**src/rtl/load_extender.sv**
```systemverilog
// Multi-beat load assembler: collects an 8/16/32/64-bit item LSB beat first, then zero/sign-extends it.
// Latency N+1 cycles start-to-outValid with back-to-back beats; result held until outReady, no start/beat accepted meanwhile.
module load_extender #(
    parameter int BUS_WIDTH  = 8,
    parameter int DATA_WIDTH = 32
) (
    input  logic                  clk,
    input  logic                  resetN,
    input  logic                  startValid,
    output logic                  startReady,
    input  logic [1:0]            size,
    input  logic                  signExtend,
    input  logic [BUS_WIDTH-1:0]  busData,
    input  logic                  busValid,
    output logic                  busReady,
    output logic [DATA_WIDTH-1:0] out,
    output logic                  outValid,
    input  logic                  outReady,
    output logic                  sizeError
);
    localparam int NB = DATA_WIDTH / BUS_WIDTH;
    localparam int CW = (NB > 1) ? $clog2(NB) : 1;

    typedef enum logic [1:0] {IDLE, COLLECT, DONE} state_t;

    state_t                state_q, state_d;
    logic [CW-1:0]         cnt_q, cnt_d;
    logic [CW-1:0]         last_q, last_d;
    logic [6:0]            item_w_q, item_w_d;
    logic                  sign_q, sign_d;
    logic                  err_q, err_d;
    logic [DATA_WIDTH-1:0] asm_q, asm_d;
    logic [DATA_WIDTH-1:0] out_q, out_d;
    logic                  size_err_q, size_err_d;

    logic [DATA_WIDTH-1:0] item_mask, item_msb, item, ext;
    int                    req_w, req_n;

    // Mask of the live item bits and a one-hot marker of its MSB.
    always_comb begin
        for (int b = 0; b < DATA_WIDTH; b++) begin
            item_mask[b] = (b < int'(item_w_q));
        end
        item_msb = item_mask & ~(item_mask >> 1);
    end

    always_comb begin
        state_d    = state_q;
        cnt_d      = cnt_q;
        last_d     = last_q;
        item_w_d   = item_w_q;
        sign_d     = sign_q;
        err_d      = err_q;
        asm_d      = asm_q;
        out_d      = out_q;
        size_err_d = size_err_q;
        req_w      = 8 << size;
        req_n      = 1;
        item       = '0;
        ext        = '0;

        unique case (state_q)
            IDLE: begin
                if (startValid) begin
                    // Oversized items are clamped and always zero-filled.
                    err_d  = (req_w > DATA_WIDTH);
                    sign_d = signExtend && !(req_w > DATA_WIDTH);
                    if (req_w > DATA_WIDTH) begin
                        req_w = DATA_WIDTH;
                    end
                    req_n = req_w / BUS_WIDTH;
                    if (req_n < 1) begin
                        req_n = 1;
                    end
                    item_w_d = 7'(req_w);
                    last_d   = CW'(req_n - 1);
                    cnt_d    = '0;
                    asm_d    = '0;
                    state_d  = COLLECT;
                end
            end
            COLLECT: begin
                if (busValid) begin
                    for (int i = 0; i < NB; i++) begin
                        if (cnt_q == CW'(i)) begin
                            asm_d[i*BUS_WIDTH +: BUS_WIDTH] = busData;
                        end
                    end
                    if (cnt_q == last_q) begin
                        // Masking also drops the unused upper bits of a partial beat.
                        item       = asm_d & item_mask;
                        ext        = item | ((sign_q && |(item & item_msb)) ? ~item_mask : '0);
                        out_d      = ext;
                        size_err_d = err_q;
                        state_d    = DONE;
                    end else begin
                        cnt_d = cnt_q + 1'b1;
                    end
                end
            end
            DONE: begin
                if (outReady) begin
                    state_d = IDLE;
                end
            end
            default: state_d = IDLE;
        endcase
    end

    always_ff @(posedge clk or negedge resetN) begin
        if (!resetN) begin
            state_q    <= IDLE;
            cnt_q      <= '0;
            last_q     <= '0;
            item_w_q   <= '0;
            sign_q     <= 1'b0;
            err_q      <= 1'b0;
            asm_q      <= '0;
            out_q      <= '0;
            size_err_q <= 1'b0;
        end else begin
            state_q    <= state_d;
            cnt_q      <= cnt_d;
            last_q     <= last_d;
            item_w_q   <= item_w_d;
            sign_q     <= sign_d;
            err_q      <= err_d;
            asm_q      <= asm_d;
            out_q      <= out_d;
            size_err_q <= size_err_d;
        end
    end

    assign startReady = (state_q == IDLE);
    assign busReady   = (state_q == COLLECT);
    assign outValid   = (state_q == DONE);
    assign out        = out_q;
    assign sizeError  = size_err_q;
endmodule
```
**config.mk**
```make
export PLATFORM = sky130hd
export DESIGN_NAME = load_extender
export DESIGN_NICKNAME = d
export VERILOG_FILES = /design/src/rtl/load_extender.sv
export SDC_FILE = /design/constraint.sdc
export NUM_CORES = 1
export LEC_CHECK = 0
export CORE_UTILIZATION = 45
export DETAILED_ROUTE_END_ITERATION = 8
export PLACE_DENSITY_LB_ADDON = 0.15
export SLEW_MARGIN = 20
export SYNTH_ARGS = -nofsm -noshare
export SYNTH_HDL_FRONTEND = slang
export SYNTH_SLANG_ARGS = --single-unit
```
**constraint.sdc**
```tcl
create_clock -name clk -period 2.49 [get_ports clk]
set_input_delay 0.498 -clock clk [delete_from_list [all_inputs] [get_ports clk]]
set_output_delay 0.498 -clock clk [all_outputs]
set_load 0.01 [all_outputs]
```
After elaboration in Yosys (flattened, before gate mapping)
Cells that the tools add are included.

Input bits: 16. Output and inout port bits: 36. Register bits after elaboration: 80. Logic and storage cells: 109.

Muxes and demuxes: 31. Bitwise gates (word level): 7. Magnitude comparators: 34. Shift-type cells: 1. Reductions and logical operators: 13. Add/subtract/negate cells: 3. Eq/ne operators: 11.

Operators by type and width (number): $mux 32 (6); $lt 5x7->1 const A (16); $and 32x32->32 (3); $mux 8 (12); $pmux 32 s2 (1); $lt 4x7->1 const A (8); $add 32x1->32 (1); $gt 32x7->1 const B (1); $lt 32x2->1 const B (1); $not 31->32 (1); $not 32->32 (1); $or 32x32->32 (1); $reduce_or 32->1 (1); $shl 4x2->32 const A (1); $lt 3x7->1 const A (4); $mux 2 (10); $lt 1x7->1 const A (2); $lt 2x7->1 const A (2); $reduce_and 4->1 (2); $eq 2x2->1 const B (3); $ne 2x2->1 const B (3); $pmux 2 s3 (1); $reduce_and 3->1 (2); $eq 2x1->1 const B (2); 12 further kinds (15).

Logic depth before layout (Yosys ltp)
Gate-level depths: netlist of the first run.

Word-level depth: 13. Mapped depth: 8. Mapped depth without buffers: 6.

Worst setup path before layout of the first run
OpenSTA, ideal clock, no wires.

Path kind: register to register. From: register cnt_q[1]. To: register out_q[24], in the netlist out[24]. Setup time: 0.121 ns. Arrival time: 1.721 ns. Path slack: 0.648 ns. Period minus slack after synthesis: 1.842 ns. Cell stages (with the launch flop): 8. Buffers on the path: 1. Required time: 2.369 ns. Cell sequence: dfrtp_1 > inv_1 > ha_1 > buf_2 > mux2i_1 > o22a_1 > nand3_1 > a22o_1.

Word-level cells in the longest chain between the ends: 10. Elaborated cells on any way between the ends: 24. Classes of those cells: 4 x eq/ne; 13 x mux; 3 x bitwise; 4 x reduce/logical.

Ends and longest elaborated chain: from (decl) (line 27) `logic [CW-1:0] cnt_q, cnt_d;`; from (signal assigned) (line 123) `cnt_q <= cnt_d;`; $eq 2x1->1, or another cell as far along (line 85) `if (cnt_q == CW'(i)) begin`; $mux 8 (line 85); $mux 8 (line 83) `if (busValid) begin`; $mux 8 (line 62) `unique case (state_q)`; $and 32x32->32 (line 91) `item = asm_d & item_mask;`; $and 32x32->32 (line 92) `ext = item | ((sign_q && |(item & item_msb)) ? ~item_mask : '0);`; $reduce_or 32->1 (line 92); $logic_and 1x1->1 (line 92); $mux 32 (line 92); $or 32x32->32 (line 92); to (signal assigned) (line 129) `out_q <= out_d;`; to (decl) (line 33) `logic [DATA_WIDTH-1:0] out_q, out_d;`.

Several ways; a longest one is shown, not always the timed one. The select of a mux whose other input is x is not followed. A chain may end at the register's enable or synchronous reset.

Final worst setup path of the first run
From: register state_q[1]. To: output busReady.

Word-level cells in the longest chain between the ends: 1.

Ends and longest elaborated chain: from (decl) (line 26) `state_t state_q, state_d;`; from (signal assigned) (line 122) `state_q <= state_d;`; $eq 2x1->1 (line 135) `assign busReady = (state_q == COLLECT);`; to (decl) (line 15) `output logic busReady,`.

Every way passes these cells.

==> results of run 1 <==
## sequential cells by signal, indices dropped and copies added (netlist names)
register   cells
sign_q         1
item_w_q       4
last_q         2
out           32
err_q          1
asm_q         32
sizeError      1
cnt_q          2
state_q        2
## cell families (layout without fill, tap and decap cells)
family	count (synthesis)	in the layout	synth area share (%)
xor+xnor	2	2	0.477
fa+ha+maj	4	4	1.36
simple gates	91	91	11.5
mux	37	37	10.4
compound gates	99	99	19.6
buf+inv	30	84	4.12
flops	77	77	52.5
## layout make-up
type                    instances  area (µm²)
clock inverters                 5        81.3
well taps                     102         128
inverters                       5        21.3
multi-input cells             233        1590
flip-flops and latches         77        1930
clock buffers                  11         151
repair buffers                 63         611
fillers                       693        3300
## cell usage in the layout (no fill, tap or decap), types with 4 or more instances in the layout
master,netlist,layout
a211oi_1,13,13
a21o_1,7,7
a22o_1,16,16
buf_4,1,12
clkbuf_8,0,11
clkdlybuf4s50_1,0,50
dfrtp_1,77,77
ha_1,4,4
inv_1,4,4
mux2i_1,30,30
nand2_1,57,57
nand2b_1,11,11
nor2_1,8,8
o21ai_0,20,20
o22a_1,4,4
o31ai_1,30,30
## power breakdown
part	internal (µW)	total (µW)	switching, µW
Combinational	1300	2840	1540
Sequential	1780	2120	342
Clock	621	1090	465
## layer usage
metal  share of wire, %  track usage (%)
met5                  0                0
met4                1.4             7.81
met3                3.9             2.79
met1                 47             29.9
met2                 48             32.6
## stage by stage
step | area, µm² | utilization, %
2_1_floorplan | 3670 | -
6_report | 4510 | 57.8
3_5_place_dp | 4280 | 54.8
4_1_cts | 4510 | 57.8
3_3_place_gp | 4280 | 54.8
5_1_grt | 4510 | 57.8
## worst paths after layout
kind                            start   endpoint  slack, ps  depth (start not counted)
max                        state_q[1]   busReady        360                          3
min                            resetN     out[6]        120                          1
max reg2reg                  cnt_q[0]    out[28]        450                          6
min reg2reg                   out[11]    out[11]        480                          1
max in group asynchronous      resetN  asm_q[30]       1760                          2
min in group clk              out[11]    out[11]        480                          1
## worst reg2reg max path: cells and delay by family, from the launching register on
kind	cells	cell delay, ps
flip-flops	1	450
multiplexers	1	360
adder cells (fa/ha/maj)	1	220
buffers and inverters	1	110
AND/OR/NAND/NOR	1	270
AO/OA/AOI/OAI	2	530
==> impl_results.md, run 1 <==
- Worst min-delay path class: in -> async
- Synth area leaders: dfrtp_1 (52%), mux2i_1 (8.2%), o31ai_1 (6.1%)
- PortBufs: 51
- Site row count: 32
- Post-Synthesis Cells: 340
- Via count: about 2700
- Initial antenna violation count: 0
- Die area: ~0.0085 mm²
- Netlist Area Pre-Place: about 0.0037 mm²
- Drt pass-1 iters: 4
- Final non-filler cell total: between 400 and 500
- Count of state elements after synthesis: between 70 and 80
- Slew margin rel.: a little under three fifths
- Most frequent cells after synthesis: dfrtp_1 (77), nand2_1 (57), mux2i_1 (30), o31ai_1 (30), o21ai_0 (20)
- Critical-path cell list: nand2b_1, inv_4, clkdlybuf4s50_1
- Count leader, synth: dfrtp_1
- CP max stage cell: clkdlybuf4s50_1
- Post-DP HPWL: ~5.7 mm
- Max Freq: roughly 470 MHz
- Asr flop ratio synth: 100%
- Vias per cell: ~5.5
- Lkg Pwr: between 0.0015 and 0.002 µW
- Pins Over Slew Limit: 0
- CP top delay family: buffers and inverters
- Final WL: ~8.0 mm
- Grt ovf: 0
- Post-route DRC: 0
- Nets: roughly 410
- Post-CTS setup buffer count: 0
- Critical Path Sink Type: primary output
- Mean Syn Cell Area: 10.8 µm²
- DRT iter0 DRCs: between 150 and 200
- CP bufs+invs: 2
- Number of diodes: 0
- Total GRT Usage: a little over a fifth
- Placed cell count: 480
- Post-synth top flop: dfrtp_1
- Total chip power: 6050 µW
- Die Y: between 90 and 100 µm
- Pwr dens: 1340 mW/mm²
- Number of max-cap violations: 0
- Worst slew pin tran: ~650 ps
- Clock Latency Late Sink: 350 ps
- Htree depth: 3
- Pre-CTS setup slack: roughly 170 ps
- Layout area overhead: 22.9%
- Setup TNS: 0 ps
- Final worst path period share: 85.7%
- RSZ-0062 raised after global routing: false
- Worst clock skew: 9.13 ps
- WL/cell: 16.2 µm
- Nature of the critical path startpoint: flip-flop
- Post-CTS Resized: 0
- Setup ws final: ~360 ps
- Final setup fails: 0
- I/O Pins: 52
- Total CTS buffers: 9
- Post-synth top area share: roughly 52%
- Status: finished clean
- Post-route ant nets: 0
- CP required: 1990 ps
- Clock buffer depth: 2
- Post-synth EDFFs: 0
- CTS tree: built
- Initial Utilization: approximately 47%
- Clk sinks: between 70 and 80
- Fin crit period: 2130 ps
- Critical path arrival: between 1500 and 2000 ps
- Crit Path Category: reg -> out
- Slowest cell delay on critical path: between 500 and 600 ps
- Vias in the first global route: between 2000 and 3000
- Largest area contributor in the netlist: dfrtp_1
- Yosys cell types: 40
- Post-synthesis net count: 360
- Warnings, synthesis: 0
- Hold Vio Cnt, Final: 0
- Worst-path clk slew: 80 ps
- DIE WIDTH: about 90 µm
- Seq/Total Area, Yosys: 52.5%
- Hold WS: between 100 and 150 ps
- Final RePlAce weighted congestion: 0.783
- Cts hold-fix bufs: 0
- Clock Tree Root: clkbuf_8
- CORE AREA: between 0.007 and 0.008 mm²
- CP Max Fanout: 7
- Largest net degree at the start of global routing: 43
- First-pass GRT wire length: 13.6 mm
- Share of layout cells above drive strength 1: about a tenth
- Maximum vdd drop: roughly 810 µV
No activity file was read; power rests on OpenSTA's default activity.
==> inputs of run 2 (changes only) <==
--- a/config.mk
+++ b/config.mk
@@ -6,8 +6,9 @@
 export NUM_CORES = 1
 export LEC_CHECK = 0
 export CORE_UTILIZATION = 45
+export CTS_CLUSTER_SIZE = 20
 export DETAILED_ROUTE_END_ITERATION = 8
-export PLACE_DENSITY_LB_ADDON = 0.15
+export PLACE_DENSITY = 0.68
 export SLEW_MARGIN = 20
 export SYNTH_ARGS = -nofsm -noshare
 export SYNTH_HDL_FRONTEND = slang
==> run 2 against run 1 <==
Effect of this change:
- fmax down 0.37%
- via count up 0.62%
- sequential share of layout area up 0.65 points
- sequential power about the same
- utilization down 0.87 points
- final area down 1.5%
==> impl_results.md, run 2 (synthesis gave the netlist of run 1 again) <==
- Critical path arrival: between 1500 and 2000 ps
- I/O Pins: 52
- Most frequent cells in the layout: dfrtp_1 (77), nand2_1 (57), clkdlybuf4s50_1 (50)
- Multi-input gate area: roughly 0.0016 mm²
- PortBufs: 51
- Worst min-delay path class: in -> async
- CTS tree: built
- Crit Path Category: reg -> out
- Grt ovf: 0
- Worst slew pin tran: 647 ps
- Setup TNS: 0 ps
- Hold Vio Cnt, Final: 0
- Crit path from: state_q[1]
- Vias in the first global route: approximately 2700
- Htree depth: 3
- CP Max Fanout: 7
- Total CTS buffers: 9
- Max Freq: roughly 470 MHz
- Largest net degree at the start of global routing: 42
- WL/cell: 16.6 µm
- Via count: 2759
- Fin crit period: between 2000 and 2500 ps
- First-pass GRT wire length: approximately 14 mm
- Worst clock skew: 10.3 ps
- Sequential cell area: 0.00193 mm²
- Commonest non-fill, non-tap cell in the layout: dfrtp_1
- Post-CTS setup buffer count: 0
- RSZ-0062 raised after global routing: false
- Final RePlAce weighted congestion: roughly 0.85
- CP required: 1990 ps
- Filler instances: slightly below 700
- Number of diodes: 0
- Post-route DRC: 0
- Reg2Reg Setup Slack: approximately 500 ps
- Final non-filler cell total: around 500
- Post-CTS Resized: 0
- Nets: a little over 400
- Slew margin rel.: 56.7%
- Clock Latency Late Sink: approximately 360 ps
- Initial Utilization: approximately 47%
- Share of layout cells above drive strength 1: under 10%
- Layout area overhead: 21.1%
- Final WL: ~8.2 mm
- Maximum vdd drop: between 700 and 800 µV
- Critical Path Sink Type: primary output
- Vias per cell: ~5.6
- Post-DP HPWL: 5.86 mm
- Drt pass-1 iters: 4
- Nature of the critical path startpoint: flip-flop
- Clk sinks: 77
- Final worst path period share: a little under nine tenths
- Origin of the critical flop-to-flop path: cnt_q[0]
- Die area: between 0.008 and 0.009 mm²
- Clock buffer depth: 2
- CORE AREA: between 0.007 and 0.008 mm²
- Cts hold-fix bufs: 0
- Initial antenna violation count: 0
- Status: finished clean
- Pins Over Slew Limit: 0
- Lkg Pwr: 0.00197 µW
- Clock Tree Root: clkbuf_8
- Worst-path clk slew: ~80 ps
- Site row count: 32
- Total GRT Usage: a little over a fifth
- Placed cell count: 480
- DIE WIDTH: between 90 and 100 µm
- Post-route ant nets: 0
- Pwr dens: 1310 mW/mm²
- DRT iter0 DRCs: 133
- Final setup fails: 0
- Number of max-cap violations: 0
- Die Y: between 90 and 100 µm
==> run 2: layer usage <==
layer	up-vias	GRT usage [%]	wire length, µm	share of wire (%)
met5	-	0	0	0
met4	0	10.4	237	2.9
met3	19	3.20	281	3.4
met2	68	32.9	3730	45
met1	1341	28.9	3950	48
li1	1331	-	-	-
==> run 2: worst paths after layout <==
| path | end | cells past startpoint |
|---|---|---|
| max | busReady | 3 |
| min | out[11] | 1 |
| max reg2reg | out[28] | 6 |
| min reg2reg | out[0] | 2 |
| max in group asynchronous | asm_q[30] | 2 |
| min in group clk | out[0] | 2 |
==> run 2: final cells by class <==
cell class / count / area share [%]
Inverter: 5 / 0.479
Multi-Input combinational cell: 233 / 35.8
Timing Repair Buffer: 63 / 13.7
Clock buffer: 10 / 3.10
Tap cell: 102 / 2.87
Sequential cell: 77 / 43.4
Clock inverter: 5 / 0.619
==> run 2: critical path, cell delays in order (launching register included) <==
cell and delay (ps):
dfrtp_1 420, nand2b_1 200, inv_4 120, clkdlybuf4s50_1 550
==> run 2: stage by stage <==
| step | utilization [%] | setup slack, ps | hold WS [ps] | power (µW) | instance area, µm² |
|---|---|---|---|---|---|
| after floorplan | - | 648 | 202 | 3980 | 3670 |
| after global placement | 54.8 | 330 | 458 | 4950 | 4280 |
| after detailed placement | 54.8 | 238 | 465 | 5020 | 4280 |
| after CTS | 56.9 | 345 | 139 | 5850 | 4440 |
| after global routing | 56.9 | 286 | 160 | 6260 | 4440 |
| final | 56.9 | 347 | 120 | 5810 | 4440 |
==> run 2: power breakdown <==
group          switching (µW)  internal, µW  total [µW]
Sequential                348          1780        2130
Clock                     451           376         827
Combinational            1550          1310        2860
